$ cat src/rtl/alu_execute_unit.sv
// alu_execute_unit: execute-stage ALU with a valid/ready request side and a
// registered result side.
// ADD/SUB/AND/OR finish in one cycle. SLL/SRL/SRA use an iterative shifter
// that moves SHIFT_STEP bits per cycle.
// Ports:
//   clk, rst            clock, asynchronous active-high reset
//   in_valid/in_ready   request handshake
//   alu_function        4-bit ALU code
//   operand_a/b         operands, shift amount = operand_b[$clog2(XLEN)-1:0]
//   out_valid/out_ready result handshake
//   result, zero        registered result and result==0 flag
//   illegal_op          accepted code was not a known ALU code
module alu_execute_unit #(
    parameter int XLEN       = 32,
    parameter int SHIFT_STEP = 1
) (
    input  logic            clk,
    input  logic            rst,
    input  logic            in_valid,
    output logic            in_ready,
    input  logic [3:0]      alu_function,
    input  logic [XLEN-1:0] operand_a,
    input  logic [XLEN-1:0] operand_b,
    output logic            out_valid,
    input  logic            out_ready,
    output logic [XLEN-1:0] result,
    output logic            zero,
    output logic            illegal_op
);

    localparam int SW = $clog2(XLEN);

    localparam logic [3:0] ALU_AND      = 4'b0000;
    localparam logic [3:0] ALU_OR       = 4'b0001;
    localparam logic [3:0] ALU_ADD      = 4'b0010;
    localparam logic [3:0] ALU_SLL      = 4'b0011;
    localparam logic [3:0] ALU_SRL      = 4'b0100;
    localparam logic [3:0] ALU_SRA      = 4'b0101;
    localparam logic [3:0] ALU_SUBTRACT = 4'b0110;

    localparam logic [1:0] S_IDLE  = 2'd0;
    localparam logic [1:0] S_SHIFT = 2'd1;
    localparam logic [1:0] S_DONE  = 2'd2;

    // One extra bit so SHIFT_STEP == XLEN is representable.
    localparam logic [SW:0] STEP = (SW + 1)'(SHIFT_STEP);

    logic [1:0]      state_q, state_d;
    logic [3:0]      func_q, func_d;
    logic [XLEN-1:0] sval_q, sval_d;
    logic [SW-1:0]   rem_q, rem_d;
    logic [XLEN-1:0] result_q, result_d;
    logic            zero_q, zero_d;
    logic            illegal_q, illegal_d;

    logic            accept;
    logic [SW-1:0]   shamt_in;
    logic [XLEN-1:0] alu_res;
    logic            legal;
    logic            is_shift;
    logic [SW:0]     rem_ext;
    logic [SW:0]     step;
    logic [SW-1:0]   rem_next;
    logic [XLEN-1:0] shifted;

    // in_ready is forced low during reset even though state is IDLE.
    assign in_ready = !rst && ((state_q == S_IDLE) ||
                               ((state_q == S_DONE) && out_ready));
    assign accept   = in_valid && in_ready;
    assign shamt_in = operand_b[SW-1:0];

    assign out_valid  = (state_q == S_DONE);
    assign result     = result_q;
    assign zero       = zero_q;
    assign illegal_op = illegal_q;

    // Decode of the incoming request. X/Z codes match no item and
    // fall into the illegal default.
    always_comb begin
        alu_res  = '0;
        legal    = 1'b1;
        is_shift = 1'b0;
        case (alu_function)
            ALU_ADD:      alu_res = operand_a + operand_b;
            ALU_SUBTRACT: alu_res = operand_a - operand_b;
            ALU_AND:      alu_res = operand_a & operand_b;
            ALU_OR:       alu_res = operand_a | operand_b;
            ALU_SLL, ALU_SRL, ALU_SRA: begin
                is_shift = 1'b1;
                alu_res  = operand_a;
            end
            default: begin
                legal   = 1'b0;
                alu_res = '0;
            end
        endcase
    end

    // One iteration of the shifter: min(SHIFT_STEP, remaining) bits.
    always_comb begin
        rem_ext  = {1'b0, rem_q};
        step     = (rem_ext < STEP) ? rem_ext : STEP;
        rem_next = rem_q - step[SW-1:0];
        case (func_q)
            ALU_SLL: shifted = sval_q << step;
            ALU_SRL: shifted = sval_q >> step;
            // The MSB of the working value is always the captured sign.
            default: shifted = XLEN'($signed(sval_q) >>> step);
        endcase
    end

    always_comb begin
        state_d   = state_q;
        func_d    = func_q;
        sval_d    = sval_q;
        rem_d     = rem_q;
        result_d  = result_q;
        zero_d    = zero_q;
        illegal_d = illegal_q;

        case (state_q)
            S_IDLE: ;
            S_SHIFT: begin
                sval_d = shifted;
                rem_d  = rem_next;
                if (rem_next == '0) begin
                    state_d   = S_DONE;
                    result_d  = shifted;
                    zero_d    = (shifted == '0);
                    illegal_d = 1'b0;
                end
            end
            S_DONE: begin
                if (out_ready) state_d = S_IDLE;
            end
            default: state_d = S_IDLE;
        endcase

        // A new accept overrides the DONE->IDLE step above.
        if (accept) begin
            func_d = alu_function;
            if (is_shift && (shamt_in != '0)) begin
                state_d = S_SHIFT;
                sval_d  = operand_a;
                rem_d   = shamt_in;
            end else begin
                state_d   = S_DONE;
                result_d  = alu_res;
                zero_d    = (alu_res == '0);
                illegal_d = !legal;
            end
        end
    end

    always_ff @(posedge clk or posedge rst) begin
        if (rst) begin
            state_q   <= S_IDLE;
            func_q    <= '0;
            sval_q    <= '0;
            rem_q     <= '0;
            result_q  <= '0;
            zero_q    <= 1'b0;
            illegal_q <= 1'b0;
        end else begin
            state_q   <= state_d;
            func_q    <= func_d;
            sval_q    <= sval_d;
            rem_q     <= rem_d;
            result_q  <= result_d;
            zero_q    <= zero_d;
            illegal_q <= illegal_d;
        end
    end

endmodule

$ cat config.mk
export PLATFORM = sky130hd
export DESIGN_NAME = alu_execute_unit
export DESIGN_NICKNAME = d
export VERILOG_FILES = /design/src/rtl/alu_execute_unit.sv
export SDC_FILE = /design/constraint.sdc
export NUM_CORES = 1
export LEC_CHECK = 0
export BUFFER_PORTS_ARGS = -buffer_cell sky130_fd_sc_hd__buf_2
export CORE_UTILIZATION = 50
export CTS_BUF_LIST = sky130_fd_sc_hd__clkbuf_2 sky130_fd_sc_hd__clkbuf_4 sky130_fd_sc_hd__clkbuf_8
export CTS_CLUSTER_DIAMETER = 40
export DETAILED_ROUTE_END_ITERATION = 7
export GPL_TIMING_DRIVEN = 0
export PLACE_DENSITY_LB_ADDON = 0.25
export SLEW_MARGIN = 30
export SYNTH_ARGS = -nofsm -noshare
export SYNTH_HDL_FRONTEND = slang
export SYNTH_SLANG_ARGS = --single-unit
$ cat constraint.sdc
create_clock -name clk -period 6.5 [get_ports clk]
set_input_delay 0.325 -clock clk [delete_from_list [all_inputs] [get_ports clk]]
set_output_delay 0.325 -clock clk [all_outputs]
set_load 0.05 [all_outputs]
==> flow_summary.ini, run 1 <==
[sta]
rsz0062_at_grt = false
setup_viol = 0
slew_violations = 0
tightestPinTransition_ns = 0.8053
min_period_ns = 5.988
tns_ns = 0
finalCritPeriodShare_pct = 92.13
max_freq_mhz = 167.0
slew_headroom_pct = 46.31
clock_skew_ns = 0.01312
hold_violations = 0

[yosys]
post-synth-top-area-cell = dfrtp_1
async_flop_share_pct = 100.0
synth.avg_cell_area_um2 = 7.195
ys_seq_area_share_pct = 23.89
synth_edf_count = 0
ys_ff_latch = 77
synth_area_leaders = dfrtp_1, a21oi_1, nand2_1, o21ai_0, ha_1
postSynthNetCount = 1231
synth.distinct_cells = 73
synth_top_area_share_pct = 23.89
synth_area_um2 = 8065
ys.flop_type = dfrtp_1
yosys_warnings = 0
syn_inst = 1121

[final_layout]
final_cells = 1457
layout_commonest_cell = nand2_1
drive_gt1_share_pct = 13.30
syn2layout_area_growth_pct = 12.49
num_antenna_cells = 0
final_nets = 1347
layout_common_cells = nand2_1, a21oi_1, o21ai_0, buf_2, nor2_1

[floorplanning]
dieArea_um2 = 16640
io_pins = 108
num_rows = 46
core-area_um2 = 15830
die-height_um = 129.0
initial_core_util_pct = 50.96
die_w_um = 129.0

[critical_path]
crit_fanout = 10
path_class = in -> reg
r2r-start = rem_q[2]
cp.arrival_ns = 6.25
r2r_cells = 13
r2r_end = zero
r2r_setup_slack_ns = 3.04
critPathRequiredTime_ns = 6.77
startpoint_type = input pin
cp-end-kind = register

[detailed_routing]
wl_um = 29890
routedWlPerCell_um = 20.52
dr.pass1.iters = 7
vias_per_cell = 6.318
drc = 0
num_vias = 9206
drt_iter0_markers = 1064
ant_nets = 0

[global_routing]
grt_first_pass_wirelength_um = 46620
grt_pass1_vias = 8478
antenna_found_initial = 0
grt_usage_pct = 36.65
overflow = 0
grt_max_degree = 44

[pwr]
total_power_mw = 2.781
switchingPower_mw = 1.418
combPwrFrac_pct = 54.7
p_per_area_nw_per_um2 = 306.5
pwr-share-clk_pct = 13.6
p_int_mw = 1.363
peakVddDrop_v = 0.0001616
leakage_nw = 3.868
netSwitchingFraction_pct = 50.99
seqPwrFrac_pct = 31.7

[placement]
dp_cells = 1442
globalplace.congestion = 1.007
portBuffers = 104
dp_hpwl_um = 23480

[cts]
clk_root_buffer_cell = clkbuf_8
clk_latency_ns = 0.37
htree_levels = 3
post_cts_resized = 0
postCtsSetupBuffers = 0
clkTransAtPathRegs_ns = 0.08
cts_tree = done
cts.sinks = 77
hold_buffers = 0
numCtsBuffers = 9
cts_buffer_depth = 2

[run_status]
status = finished, final reports clean

[job]
drv_cap = 0

[hold_path]
worstHoldPathType = in -> async
## logic make-up after synthesis
group / after synthesis / share of synthesized area (%)
AOI/OAI and AO/OA: 438 / 33.46
xor gates and xnor gates: 42 / 4.561
adders and majority gates: 38 / 5.988
buffers and inverters: 102 / 5.212
DFF: 77 / 23.89
muxes: 25 / 3.227
and+or+nand+nor: 399 / 23.66
## power by group through the flow
stage	logic (mW)	clock network [mW]	registers [mW]
CTS	1.49	0.375	0.871
detailed placement	1.49	0	0.880
finish	1.52	0.378	0.880
global route	1.66	0.392	0.897
global placement	1.46	0	0.876
floorplan	0.860	0	1.07
## metal layers
layer | GRT usage [%] | up-vias | wire [um]
met4 | 12.39 | 0 | 840
met3 | 5.655 | 61 | 2583
met1 | 50.51 | 4377 | 12850
met2 | 58.54 | 439 | 13620
li1 | - | 4329 | -
met5 | 0 | - | 0
## sequential cells by signal, indices dropped and copies added (netlist names)
name        flops
zero            1
illegal_op      1
func_q          4
result         32
rem_q           5
state_q         2
sval_q         32
## worst max-delay path by stage
stage	startpoint	to	slack (ns)	depth (start not counted)
final	alu_function[2]	zero	0.51	19
after floorplan	alu_function[2]	zero	1.83	19
after CTS	alu_function[2]	zero	0.67	19
after detailed placement	alu_function[2]	zero	0.30	19
after global placement	alu_function[2]	zero	0.38	19
after global routing	alu_function[2]	zero	0.31	19
## synth_stat cells (all sizes together), types with 17 or more instances
master and count:
ha 37, nor3 21, nor2 79, buf 22, o211ai 39, a21oi 145, dfrtp 77, o21ai 125
mux2i 17, nand4 19, nand2 171, clkbuf 55, xnor2 23, nor2b 36, inv 24, a21o 20
a31oi 30, xor2 19
## cell type report
type                    count  area (um^2)
fillers                  1626         6755
repair buffers            105        540.5
well taps                 216        270.3
plain buffers              77        326.6
clock buffers              11        145.1
flip-flops and latches     77         1927
multi-input cells         942         5718
inverters                  25        96.34
clock inverters             4        48.80
## worst max-delay path, stage by stage
cell,delay (ns)
buf_2,0.10
clkbuf_1,0.38
buf_1,0.43
buf_1,0.53
and3_1,0.26
clkbuf_1,0.26
clkbuf_1,0.50
mux2i_1,0.27
ha_1,0.32
a21o_1,0.20
a31o_2,0.26
o211ai_2,0.30
a211oi_1,0.12
nor3b_1,0.59
nand4_1,0.22
a2111o_1,0.45
nor4_2,0.24
nand4_1,0.17
o41ai_2,0.33
## per-stage QoR
stage          utilization [%]  hold slack (ns)  worst slack, ns  area [um^2]
6_report                 57.32          0.01556           0.5117         9072
2_1_floorplan                -           0.4418            1.834         8065
4_1_cts                  57.32          0.03714           0.6730         9072
5_1_grt                  57.32          0.07519           0.3124         9072
3_5_place_dp             56.09           0.4291           0.3037         8879
3_3_place_gp             55.95           0.4903           0.3780         8856
(Power assumes the default switching activity.)
==> inputs of run 2 (changes only) <==
==> constraint.sdc (replaced) <==
create_clock -name clk -period 5.05 [get_ports clk]
set_input_delay 0.2525 -clock clk [delete_from_list [all_inputs] [get_ports clk]]
set_output_delay 0.2525 -clock clk [all_outputs]
set_load 0.05 [all_outputs]
==> flow_summary.ini, run 2 (same netlist as run 1, synthesis figures left out) <==
[run_status]
status = finished, final reports clean

[pwr]
pwr-share-clk_pct = 13.5
p_int_mw = 1.756
switchingPower_mw = 1.828
combPwrFrac_pct = 54.8
leakage_nw = 3.887
p_per_area_nw_per_um2 = 393.5
netSwitchingFraction_pct = 51.00
peakVddDrop_v = 0.0002145
seqPwrFrac_pct = 31.7

[sta]
slew_headroom_pct = 48.30
max_freq_mhz = 208.0
rsz0062_at_grt = false
min_period_ns = 4.808
tightestPinTransition_ns = 0.7755
finalCritPeriodShare_pct = 95.22
clock_skew_ns = 0.01170
hold_violations = 0
setup_viol = 0
slew_violations = 0
tns_ns = 0

[critical_path]
crit_slowest_cell = a2111o_1
crit_fanout = 12
path_buf_inv = 5
crit_top_cell = buf_2
path_depth = 19
critPathRequiredTime_ns = 5.31
r2r_setup_slack_ns = 1.57
cp.arrival_ns = 5.07
path_class = in -> reg
critPathCapture = zero
r2r-start = rem_q[2]
cp-end-kind = register
r2r_cells = 12
r2r_end = result[0]
critPathMaxStageDelay_ns = 0.44
startpoint = alu_function[2]
crit_family = compound AO/OA/AOI/OAI gates
cp_cell_sequence = buf_2 -> buf_2 -> buf_2 -> and3_1 -> clkbuf_1 -> clkbuf_2 -> nor2_1 -> xnor2_1 -> ha_1 -> nor2b_1 -> o31a_1 -> o211a_1 -> or3_1 -> a31oi_2 -> nand4_1 -> a2111o_1 -> nor4_2 -> nand4_1 -> o41ai_2
startpoint_type = input pin

[detailed_routing]
drt_iter0_markers = 953
wl_um = 29900
routedWlPerCell_um = 20.52
ant_nets = 0
dr.pass1.iters = 8
vias_per_cell = 6.346
drc = 0
num_vias = 9246

[final_layout]
final_nets = 1347
final_util_pct = 57.55
drive_gt1_share_pct = 14.02
layout_common_cells = nand2_1, a21oi_1, o21ai_0, buf_2, nor2_1
num_antenna_cells = 0
fillers = 1620
syn2layout_area_growth_pct = 12.94
layout_commonest_cell = nand2_1

[cts]
cts_buffer_depth = 2
numCtsBuffers = 9
clk_root_buffer_cell = clkbuf_8
clk_latency_ns = 0.37
clkTransAtPathRegs_ns = 0.08
cts_tree = done
htree_levels = 3
cts.sinks = 77

[floorplanning]
die_w_um = 129.0
initial_core_util_pct = 50.96
core-area_um2 = 15830
num_rows = 46
die-height_um = 129.0
io_pins = 108
dieArea_um2 = 16640

[placement]
globalplace.congestion = 1.007
dp_hpwl_um = 23480
portBuffers = 104

[global_routing]
antenna_found_initial = 0
overflow = 0
grt_first_pass_wirelength_um = 46600
grt_max_degree = 44
grt_usage_pct = 36.63
grt_pass1_vias = 8464

[hold_path]
worstHoldPathType = in -> reg

[job]
drv_cap = 0
[run 2: changes by cell type in the layout (fill, tap and decap cells not counted), sizes merged]
cell and delta:
buf +1, clkbuf -2, dlygate4sd3 +1
[run 2: power groups by stage]
| stage | Clock (mW) | Combinational [mW] | Sequential [mW] |
|---|---|---|---|
| 4_1_cts | 0.482 | 1.92 | 1.12 |
| 2_1_floorplan | 0 | 1.11 | 1.38 |
| 6_report | 0.484 | 1.96 | 1.14 |
| 3_3_place_gp | 0 | 1.88 | 1.13 |
| 3_5_place_dp | 0 | 1.91 | 1.13 |
| 5_1_grt | 0.505 | 2.14 | 1.15 |
[run 2: area by class of cell]
class / count / area (um^2) / share of cell area [%]
plain buffers: 76 / 327.8 / 3.599
clock buffers: 11 / 145.1 / 1.593
clock inverters: 4 / 48.80 / 0.5357
inverters: 25 / 96.34 / 1.058
multi-input cells: 942 / 5743 / 63.05
flip-flops and latches: 77 / 1927 / 21.15
well taps: 216 / 270.3 / 2.967
repair buffers: 106 / 550.5 / 6.044
[run 2: worst reg2reg max path, cell delays in order, from the launching register on]
cell and delay, ns:
dfrtp_1 0.36, clkbuf_1 0.17, nor4_1 0.43, or2_2 0.22
ha_1 0.16, nor2_1 0.05, xor2_1 0.16, nor4b_1 0.09
nand3_1 0.12, clkbuf_1 0.52, clkbuf_1 0.59, o21ai_0 0.20
mux2_2 0.30
[run 2: worst min-delay path by stage]
stage	from	endpoint	slack, ns	cells past startpoint
2_1_floorplan	operand_b[1]	rem_q[1]	0.37	2
3_3_place_gp	func_q[1]	func_q[1]	0.49	2
3_5_place_dp	rst	state_q[1]	0.36	2
4_1_cts	out_ready	state_q[1]	0.16	2
5_1_grt	out_ready	state_q[1]	0.17	2
6_report	out_ready	state_q[1]	0.17	2
[run 2: per-layer routing]
metal / up-vias / GRT usage (%) / wire (um)
li1: 4331 / - / -
met5: - / 0 / 0
met4: 0 / 12.32 / 830
met2: 477 / 58.47 / 13570
met3: 60 / 5.322 / 2790
met1: 4378 / 50.74 / 12710
[run 2: metrics by stage]
stage          hold slack, ns  power [mW]  cells  area, um^2  worst slack, ns
6_report               0.1655       3.584   1457        9109           0.2415
5_1_grt                0.1693       3.798   1457        9109         0.001567
4_1_cts                0.1643       3.524   1457        9089          0.05068
3_5_place_dp           0.3566       3.044   1442        8879           -1.074
3_3_place_gp           0.4903       3.008   1441        8856          -0.9995
2_1_floorplan          0.3693       2.485   1121        8065           0.4568
[run 2: timing repair]
action | 4_1_cts | 5_1_grt
setup buffers | 0 | 0
hold endpoints to repair | 42 | 0
endpoints found under the setup margin | 8 | 2
pin swaps | 0 | 0
hold buffers | 1 | 0
gates resized for setup | 6 | 6
